### src/rtl/dm_pkg.sv
// Shared encodings, FSM state type and size decode for the data-memory access unit.
package dm_pkg;

  localparam logic [2:0] DM_WORD   = 3'b000;
  localparam logic [2:0] DM_HALF   = 3'b001;
  localparam logic [2:0] DM_HALF_U = 3'b010;
  localparam logic [2:0] DM_BYTE   = 3'b011;
  localparam logic [2:0] DM_BYTE_U = 3'b100;

  typedef enum logic [1:0] {StIdle, StLo, StHi, StResp} state_e;

  function automatic logic dm_valid(input logic [2:0] ctrl);
    return ctrl <= DM_BYTE_U;
  endfunction

  // Access size in bytes; invalid codes report 4 but are never split.
  function automatic logic [2:0] dm_size(input logic [2:0] ctrl);
    case (ctrl)
      DM_HALF, DM_HALF_U: return 3'd2;
      DM_BYTE, DM_BYTE_U: return 3'd1;
      default:            return 3'd4;
    endcase
  endfunction

  function automatic logic [3:0] dm_lanes(input logic [2:0] size);
    case (size)
      3'd1:    return 4'b0001;
      3'd2:    return 4'b0011;
      default: return 4'b1111;
    endcase
  endfunction

endpackage

### src/rtl/dm_sram.sv
// Single-port word-wide SRAM with per-byte-lane write enables and a registered read port.
module dm_sram #(
  parameter int unsigned DEPTH_LOG2 = 7
) (
  input  logic                  clk,
  input  logic [DEPTH_LOG2-1:0] addr,
  input  logic [3:0]            be,
  input  logic [31:0]           wdata,
  output logic [31:0]           rdata
);

  logic [31:0] mem [2**DEPTH_LOG2];

  always_ff @(posedge clk) begin
    for (int i = 0; i < 4; i++) begin
      if (be[i]) mem[addr][8*i +: 8] <= wdata[8*i +: 8];
    end
    rdata <= mem[addr];
  end

endmodule

### src/rtl/dm_access.sv
// Load/store unit: aligns byte/half/word accesses onto the word SRAM, splitting word-crossing ones.
module dm_access
  import dm_pkg::*;
#(
  parameter int unsigned DEPTH_LOG2 = 7
) (
  input  logic        clk,
  input  logic        reset,
  input  logic        req,
  input  logic        we,
  input  logic [2:0]  dm_ctrl,
  input  logic [31:0] addr,
  input  logic [31:0] din,
  output logic        busy,
  output logic        done,
  output logic [31:0] dout,
  output logic        err
);

  state_e                state_q;
  logic                  we_q;
  logic [2:0]            ctrl_q;
  logic [DEPTH_LOG2+1:0] addr_q;
  logic [31:0]           din_q;
  logic [31:0]           rd_lo_q;

  logic                  valid, split;
  logic [2:0]            size;
  logic [1:0]            off;
  logic [3:0]            lanes;
  logic [DEPTH_LOG2-1:0] word;
  logic [63:0]           wdata64, rdata64;
  logic [7:0]            be64;
  logic [31:0]           shifted, loaded;
  logic [DEPTH_LOG2-1:0] sram_addr;
  logic [3:0]            sram_be;
  logic [31:0]           sram_wdata, sram_rdata;
  logic                  unused_addr;

  assign unused_addr = ^addr[31:DEPTH_LOG2+2];

  assign valid   = dm_valid(ctrl_q);
  assign size    = dm_size(ctrl_q);
  assign lanes   = dm_lanes(size);
  assign off     = addr_q[1:0];
  assign word    = addr_q[DEPTH_LOG2+1:2];
  assign split   = valid && ({1'b0, off} + size > 3'd4);
  assign wdata64 = {32'b0, din_q & {{8{lanes[3]}}, {8{lanes[2]}}, {8{lanes[1]}}, {8{lanes[0]}}}}
                   << {off, 3'b000};
  assign be64    = {4'b0, lanes} << off;

  always_comb begin
    sram_addr  = word;
    sram_be    = '0;
    sram_wdata = wdata64[31:0];
    unique case (state_q)
      StLo: if (we_q && valid && !reset) sram_be = be64[3:0];
      StHi: begin
        sram_addr  = word + DEPTH_LOG2'(1);
        sram_wdata = wdata64[63:32];
        // Gate with reset so an interrupted split store leaves word w+1 untouched.
        if (we_q && valid && !reset) sram_be = be64[7:4];
      end
      default: ;
    endcase
  end

  dm_sram #(
    .DEPTH_LOG2(DEPTH_LOG2)
  ) u_sram (
    .clk  (clk),
    .addr (sram_addr),
    .be   (sram_be),
    .wdata(sram_wdata),
    .rdata(sram_rdata)
  );

  // In RESP the SRAM output holds word w for a single access, word w+1 for a split one.
  assign rdata64 = split ? {sram_rdata, rd_lo_q} : {32'b0, sram_rdata};
  assign shifted = 32'(rdata64 >> {off, 3'b000});

  always_comb begin
    loaded = '0;
    case (ctrl_q)
      DM_WORD:   loaded = shifted;
      DM_HALF:   loaded = {{16{shifted[15]}}, shifted[15:0]};
      DM_HALF_U: loaded = {16'b0, shifted[15:0]};
      DM_BYTE:   loaded = {{24{shifted[7]}}, shifted[7:0]};
      DM_BYTE_U: loaded = {24'b0, shifted[7:0]};
      default:   loaded = '0;
    endcase
  end

  assign busy = (state_q != StIdle);
  assign done = (state_q == StResp);
  assign err  = done && !valid;
  assign dout = (done && valid && !we_q) ? loaded : 32'b0;

  always_ff @(posedge clk) begin
    if (reset) begin
      state_q <= StIdle;
      we_q    <= 1'b0;
      ctrl_q  <= '0;
      addr_q  <= '0;
      din_q   <= '0;
      rd_lo_q <= '0;
    end else begin
      unique case (state_q)
        StIdle: begin
          if (req) begin
            we_q    <= we;
            ctrl_q  <= dm_ctrl;
            addr_q  <= addr[DEPTH_LOG2+1:0];
            din_q   <= din;
            state_q <= StLo;
          end
        end
        StLo: state_q <= split ? StHi : StResp;
        StHi: begin
          rd_lo_q <= sram_rdata;
          state_q <= StResp;
        end
        StResp:  state_q <= StIdle;
        default: state_q <= StIdle;
      endcase
    end
  end

endmodule

### config.mk
export PLATFORM = sky130hd
export DESIGN_NAME = dm_access
export DESIGN_NICKNAME = d
export VERILOG_FILES = /design/src/rtl/dm_pkg.sv /design/src/rtl/dm_sram.sv /design/src/rtl/dm_access.sv
export SDC_FILE = /design/constraint.sdc
export NUM_CORES = 2
export LEC_CHECK = 0
export CAP_MARGIN = 30
export CORE_MARGIN = 4
export CORE_UTILIZATION = 30
export CTS_CLUSTER_DIAMETER = 30
export DETAILED_ROUTE_END_ITERATION = 7
export DONT_BUFFER_PORTS = 1
export MAX_ROUTING_LAYER = met4
export PLACE_DENSITY_LB_ADDON = 0.12
export SLEW_MARGIN = 15
export SYNTH_ARGS = -nofsm -noshare
export SYNTH_HDL_FRONTEND = slang
export SYNTH_SLANG_ARGS = --single-unit
### constraint.sdc
create_clock -name clk -period 20 [get_ports clk]
set_clock_uncertainty 0.15 [all_clocks]
set_input_delay 4 -clock clk [delete_from_list [all_inputs] [get_ports clk]]
set_output_delay 4 -clock clk [all_outputs]
set_load 0.05 [all_outputs]
== Word level (Yosys, flattened, before mapping) ==
Memories as Yosys holds them, arrays and structs flattened. A register that Yosys moved wholly into a read port is not among the register bits.
Index checks and enable logic that the tools add are counted.
Word-level totals
  bits in latches: 0
  bits in writable memories: 4096
  memories: 1
  bits in registers: 79
  bits of input ports: 71
  memory bits (read-only): 0
  word-level logic and storage cells: 61
Memory list
  u_sram.mem: words 128, width 32, read ports 1, clocked after memory_dff 1, write ports 1, RTL line dm_sram.sv:12  | logic [31:0] mem [2**DEPTH_LOG2];
Cells by class
  order comparisons: 2
  multipliers: 0
  shift-type cells: 3
  muxes and demuxes: 21
  $add $sub $neg: 2
  divide/modulo/power cells: 0
  equal/unequal tests: 10
  reductions and logical operators: 15
  bitwise logic cells: 1
Operator list (count)
  $pmux 32 s5: 1
  $mux 32: 2
  $mux 64: 1
  $shl 32x5->64: 1
  $shr 64x5->32: 1
  $and 32x32->32: 1
  $pmux 4 s2: 2
  $eq 3x2->1 const B: 3
  $mux 1: 9
  $mux 4: 2
  $pmux 2 s4: 1
  $shl 4x2->8: 1
  $add 7x1->7 const B: 1
  $mux 7: 1
  $eq 3x1->1 const B: 2
  $logic_and 1x1->1: 6
  $pmux 3 s2: 1
  $eq 2x2->1 const B: 2
  $reduce_or 2->1: 2
  $add 2x3->3: 1
  $eq 3x3->1 const B: 1
  $gt 3x3->1 const B: 1
  $le 3x3->1 const B: 1
  $logic_not 1->1: 3
  7 further kinds: 7

== Longest topological paths before layout ==
  depth in word-level cells: 10
  mapped depth: 16
  mapped depth without buffers: 14

== Cells and area by module ==
Synthesis repeated with hierarchy kept, for this count alone.
Second synthesis, totals
  cells, all modules: 10368
  area total of the unflattened synthesis: 165854.1 um^2
By module, submodules not included
  dm_sram: cells an instance 9595, instances 1, area an instance 159897.1 um^2
  dm_access: cells an instance 773, instances 1, area an instance 5957.0 um^2

== Worst setup path before layout ==
OpenSTA, ideal clock, no wires.
  path kind: register -> output
  start point: register ctrl_q[2]
  end point: output dout[20]
  stages on the path, launching flop included: 16
  required time: 15.850 ns
  path slack: 11.866 ns
  arrival: 3.984 ns
  cells stage by stage: dfxtp_1 > clkbuf_1 > a21o_1 > inv_1 > ha_1 > or2_2 > fa_1 > xnor2_1 > nand3_1 > buf_4 > mux2i_1 > mux4_2 > nor3_2 > o21ai_1 > clkbuf_1 > nand2_1
On the way
  longest elaborated chain between the ends: 10
RTL lines
  start: declaration: RTL line dm_access.sv:22  | logic [2:0] ctrl_q;
  start signal: assignment: RTL line dm_access.sv:112  | ctrl_q <= dm_ctrl;
  $eq 3x3->1 (tied with other cells): RTL line dm_pkg.sv:18, dm_access.sv:84
  $reduce_or 2->1: RTL line dm_pkg.sv:18  | case (ctrl)
  $pmux 3 s2: RTL line dm_pkg.sv:18
  $add 2x3->3: RTL line dm_access.sv:47  | assign split = valid && ({1'b0, off} + size > 3'd4);
  $gt 3x3->1: RTL line dm_access.sv:47
  $logic_and 1x1->1: RTL line dm_access.sv:47
  $mux 64: RTL line dm_access.sv:79  | assign rdata64 = split ? {sram_rdata, rd_lo_q} : {32'b0, sram_rdata};
  $shr 64x5->32: RTL line dm_access.sv:80  | assign shifted = 32'(rdata64 >> {off, 3'b000});
  $pmux 32 s5: RTL line dm_access.sv:84  | case (ctrl_q)
  $mux 32 *: RTL line dm_access.sv:97  | assign dout = (done && valid && !we_q) ? loaded : 32'b0;
  end: declaration: RTL line dm_access.sv:16  | output logic [31:0] dout,
Mark *: on every way between the ends. The rest lies on a longest branch, timed or not.

== Final worst setup path ==
  start point: register ctrl_q[0]
  end point: output dout[21]
The elaborated chain is that of the path after synthesis.

==> impl_summary.md <==
Status
The run finished with clean final reports.

STA
Summed over all failing endpoints, the final setup total negative slack is 0 ns. The final count of hold timing violations came to 0. The max-slew headroom at the worst pin is 0.214. The max-slew violation total from the final report is 0.

Setup violations remaining at the end of the flow were counted as 0. Hold is met by 0.322 ns. The slew at the pin closest to its max-slew limit is 1.17 ns. Across all setup checks in the final design, the least slack found is 9.60 ns.

Setup repair after global routing left no endpoint under its margin. The final critical path time including I/O delays and setup is 10.40 ns. The share of the cycle needed by the critical path after routing is 0.520.

Based on the critical path, the design can be clocked at up to 0.0961 GHz.

Min path
The worst hold path class is reg -> reg.

Final layout
The summed area of non-filler cells in the final layout is 208,000 um2. The area overhead of the layout relative to synthesis is 25.8%. Of the cells placed in the final design, the portion with a size suffix greater than 1 is 0.169. The number of nets in the finished design is roughly 12,000.

GRT
The initial antenna violation count is 55. For this run the aggregate overflow at the end of global routing stands at 0. The pin count of the biggest net entering global routing is 114. The via count of the first global-routing pass is 104,000.

Across every metal layer, demand over resource in global routing totals 0.218. The first global-routing pass estimated 846,000 um of wire.

Pwr
The clock network fraction of design power is 0.475. The total power per unit cell area is 156 nW/um2. The power share of the combinational group is 0.205.

The cell-internal power is around 22 mW. Across the VDD grid, the largest voltage drop is 0.117 mV. The net switching share of the total power is 0.310. The switching power of the nets is 10.1 mW.

Summed over all cells, the static leakage comes to 72.7 nW. The sum of internal, switching and leakage power is 32.4 mW. The share of total power dissipated in sequential elements is 0.320.

Synthesis
The sequential fraction of the synthesis area is 0.756. Synthesis produced 11,300 cells. The netlist area before placement is ~170,000 um2. The async set-reset flop share out of synthesis is 0. The number of synthesized flops with an enable pin is 4,096.

Synthesis instantiated 84 different standard cells from the library. The synthesized design contains about 4,200 register bits. The mean area per synthesized cell is between 10 and 15 um2. During synthesis, Yosys emitted a total of 0 warnings. For this run, the leading register cell type out of synthesis is edfxtp_1.

The number of nets in the synthesized netlist is 11,400.

Routing
The ratio of routed vias to standard cells is 5.31. The detailed router finished its first iteration with 11,600 violations. The overall via count from detail_route is 106,000. The top metal layer carrying routed signals is met4.

The first TritonRoute pass finished after 6 iterations. The wire length reported by the detailed router is 618,000 um. The routed length on met1 is 268,000 um.

After detailed routing, the number of remaining DRC violations is 0. The routed length on met2 is 288,000 um. In this run the remaining antenna-violating nets after routing total 0. The wire length on met3 is 45,600 um. In the final routed layout, each cell accounts on average for 30.9 um.

Critical path
The worst setup path is captured at an output pin. The critical path data arrival time is ~6.3 ns. The critical path is of the reg -> out type. The kind of start point of the critical path is a flip-flop. The largest fanout of any net on the critical path is 28.

Data on the critical path is required at its endpoint by 15.85 ns.

Clock network
The number of setup buffers added after CTS is 0. The number of hold buffers added after CTS was 0. The cell sitting at the root of the clock tree is a clkbuf_16.

The CTS tree is yes. Buffers inserted during clock tree synthesis total 935. CTS saw between 4,000 and 5,000 sinks. Gates resized during post-CTS repair numbered 0. The clock-pin transition on the worst setup and hold timing paths is 0.05 ns. The clock passes through at most 4 buffers.

The clock tree synthesis step divided the H-tree into 6 levels. The clock latency on the worst-skew pair is between 1 and 1.5 ns.

Placement
The routability congestion estimate is about 0.84. Before CTS, the worst setup slack after placement is 10.51 ns. The HPWL after detailed placement is 368,000 um. The placement-stage cell area is 175,000 um2. The number of buffers added on ports is 0.

Floorplan
The initial utilization of the core area, before any placement, comes to 0.301. The floorplan die width is 751 um. The floorplan die area is roughly 560,000 um2. The number of primary I/O pins is 106. The placeable core region is roughly 550,000 um2. The die is 751 um tall. The placement row count is ~270.

Flow run
The number of maximum-capacitance violations is 0.
routing by layer:
layer / vias up / GRT usage
li1: 45300 / -
met1: 55500 / 0.295
met2: 4628 / 0.339
met3: 857 / 0.0388
met4: 0 / 0.0582
met5: - / -
metrics by stage:
stage | util | std cells
after global placement | 0.318 | 18100
after floorplan | - | 11300
after detailed placement | 0.319 | 18100
after CTS | 0.378 | 19900
final | 0.379 | 20000
after global routing | 0.379 | 20000
final cells by class:
cell class              instances  area (um2)
clock inverters               706        8310
fillers                     51300      341000
well taps                    7261        9080
multi-input cells            6307       37900
flip-flops and latches       4207      125000
inverters                      10        37.5
clock buffers                1039       23900
diodes                         44         110
repair buffers                437        3840
placed cells by master (no fill, tap or decap), types with 62 or more instances in the layout:
cell / instances
mux2i_1: 861
buf_4: 371
nand4_1: 62
nor3_1: 88
clkinv_2: 159
nand2_1: 1802
nor2_1: 617
edfxtp_1: 4096
a22oi_1: 140
nand3_1: 79
nor4_1: 237
clkinv_1: 138
a221oi_1: 133
bufinv_16: 140
o22ai_1: 410
clkinv_4: 62
a21oi_1: 949
clkbuf_1: 97
o21ai_0: 208
dfxtp_1: 107
clkbuf_16: 939
a22o_1: 114
clkinvlp_4: 123
state kept, by name (all words and copies together) (netlist names):
| register | count |
|---|---|
| u_sram.rdata | 32 |
| u_sram.mem | 4096 |
| rd_lo_q | 32 |
| din_q | 32 |
| ctrl_q | 3 |
| we_q | 1 |
| state_q | 2 |
| addr_q | 9 |
critical path: stages, from the launching register on:
cell,delay [ns]
dfxtp_1,0.44
nand2_1,0.14
nor2_1,0.12
a21o_1,0.14
inv_1,0.06
ha_1,0.22
or2_2,0.31
fa_1,0.38
xnor2_1,0.22
nand3_2,0.51
buf_4,0.49
mux2i_1,0.29
mux4_2,0.56
nor3_2,0.41
o21ai_1,0.20
buf_4,0.25
nand2_1,0.37
path summary, 6_finish.rpt:
kind | depth (start not counted) | slack [ns] | startpoint | endpoint
worst max-delay path | 16 | 9.60 | ctrl_q[0]$_SDFFE_PP0P_ | dout[21]
worst min-delay path | 2 | 0.32 | din_q[8]$_SDFFE_PP0P_ | din_q[8]$_SDFFE_PP0P_
worst max register to register | 15 | 12.30 | state_q[0]$_SDFFE_PP0P_ | u_sram.rdata[17]$_DFF_P_
worst min register to register | 2 | 0.32 | din_q[8]$_SDFFE_PP0P_ | din_q[8]$_SDFFE_PP0P_
power groups by stage:
stage	Combinational, mW	Sequential (mW)	Clock [mW]
after detailed placement	6.64	10.5	0
after floorplan	3.72	10.5	0
final	6.65	10.4	15.4
after global routing	7.02	10.4	16.1
after global placement	6.58	10.5	0
after CTS	6.66	10.4	15.6
kinds of logic after synthesis:
logic type / share of synthesized area
AO/OA/AOI/OAI: 0.0871
multiplexers: 0.0558
buffers and inverters: 0.0209
XOR/XNOR: 0.000710
AND/OR/NAND/NOR: 0.0787
adder cells (fa/ha/maj): 0.000861
flip-flops: 0.756
cell usage after synthesis (12+ instances only):
master     count  area (um2)
edfxtp_1    4096      123000
nand2_1     1859        6980
a21oi_1      949        4750
mux2i_1      861        8620
nor2_1       635        2380
o22ai_1      421        2630
buf_2        356        1780
clkbuf_1     291        1090
nor4_1       242        1510
o21ai_0      209        1050
a22oi_1      140        1050
a221oi_1     133        1160
buf_1        124         465
a22o_1       122        1070
dfxtp_1      111        2220
nor3_1        90         450
nand3_1       82         410
nand4_1       62         388
a222oi_1      59         591
a31oi_1       42         263
a221o_1       38         380
and3_1        33         206
mux2_2        30         338
a2111oi_0     29         254
a41oi_1       20         175
o211ai_1      18         135
o21a_1        16         120
mux4_2        13         293
buf_4         12        90.1
nand2b_1      12        75.1
or4_1         12        90.1
(Power assumes the default switching activity.)
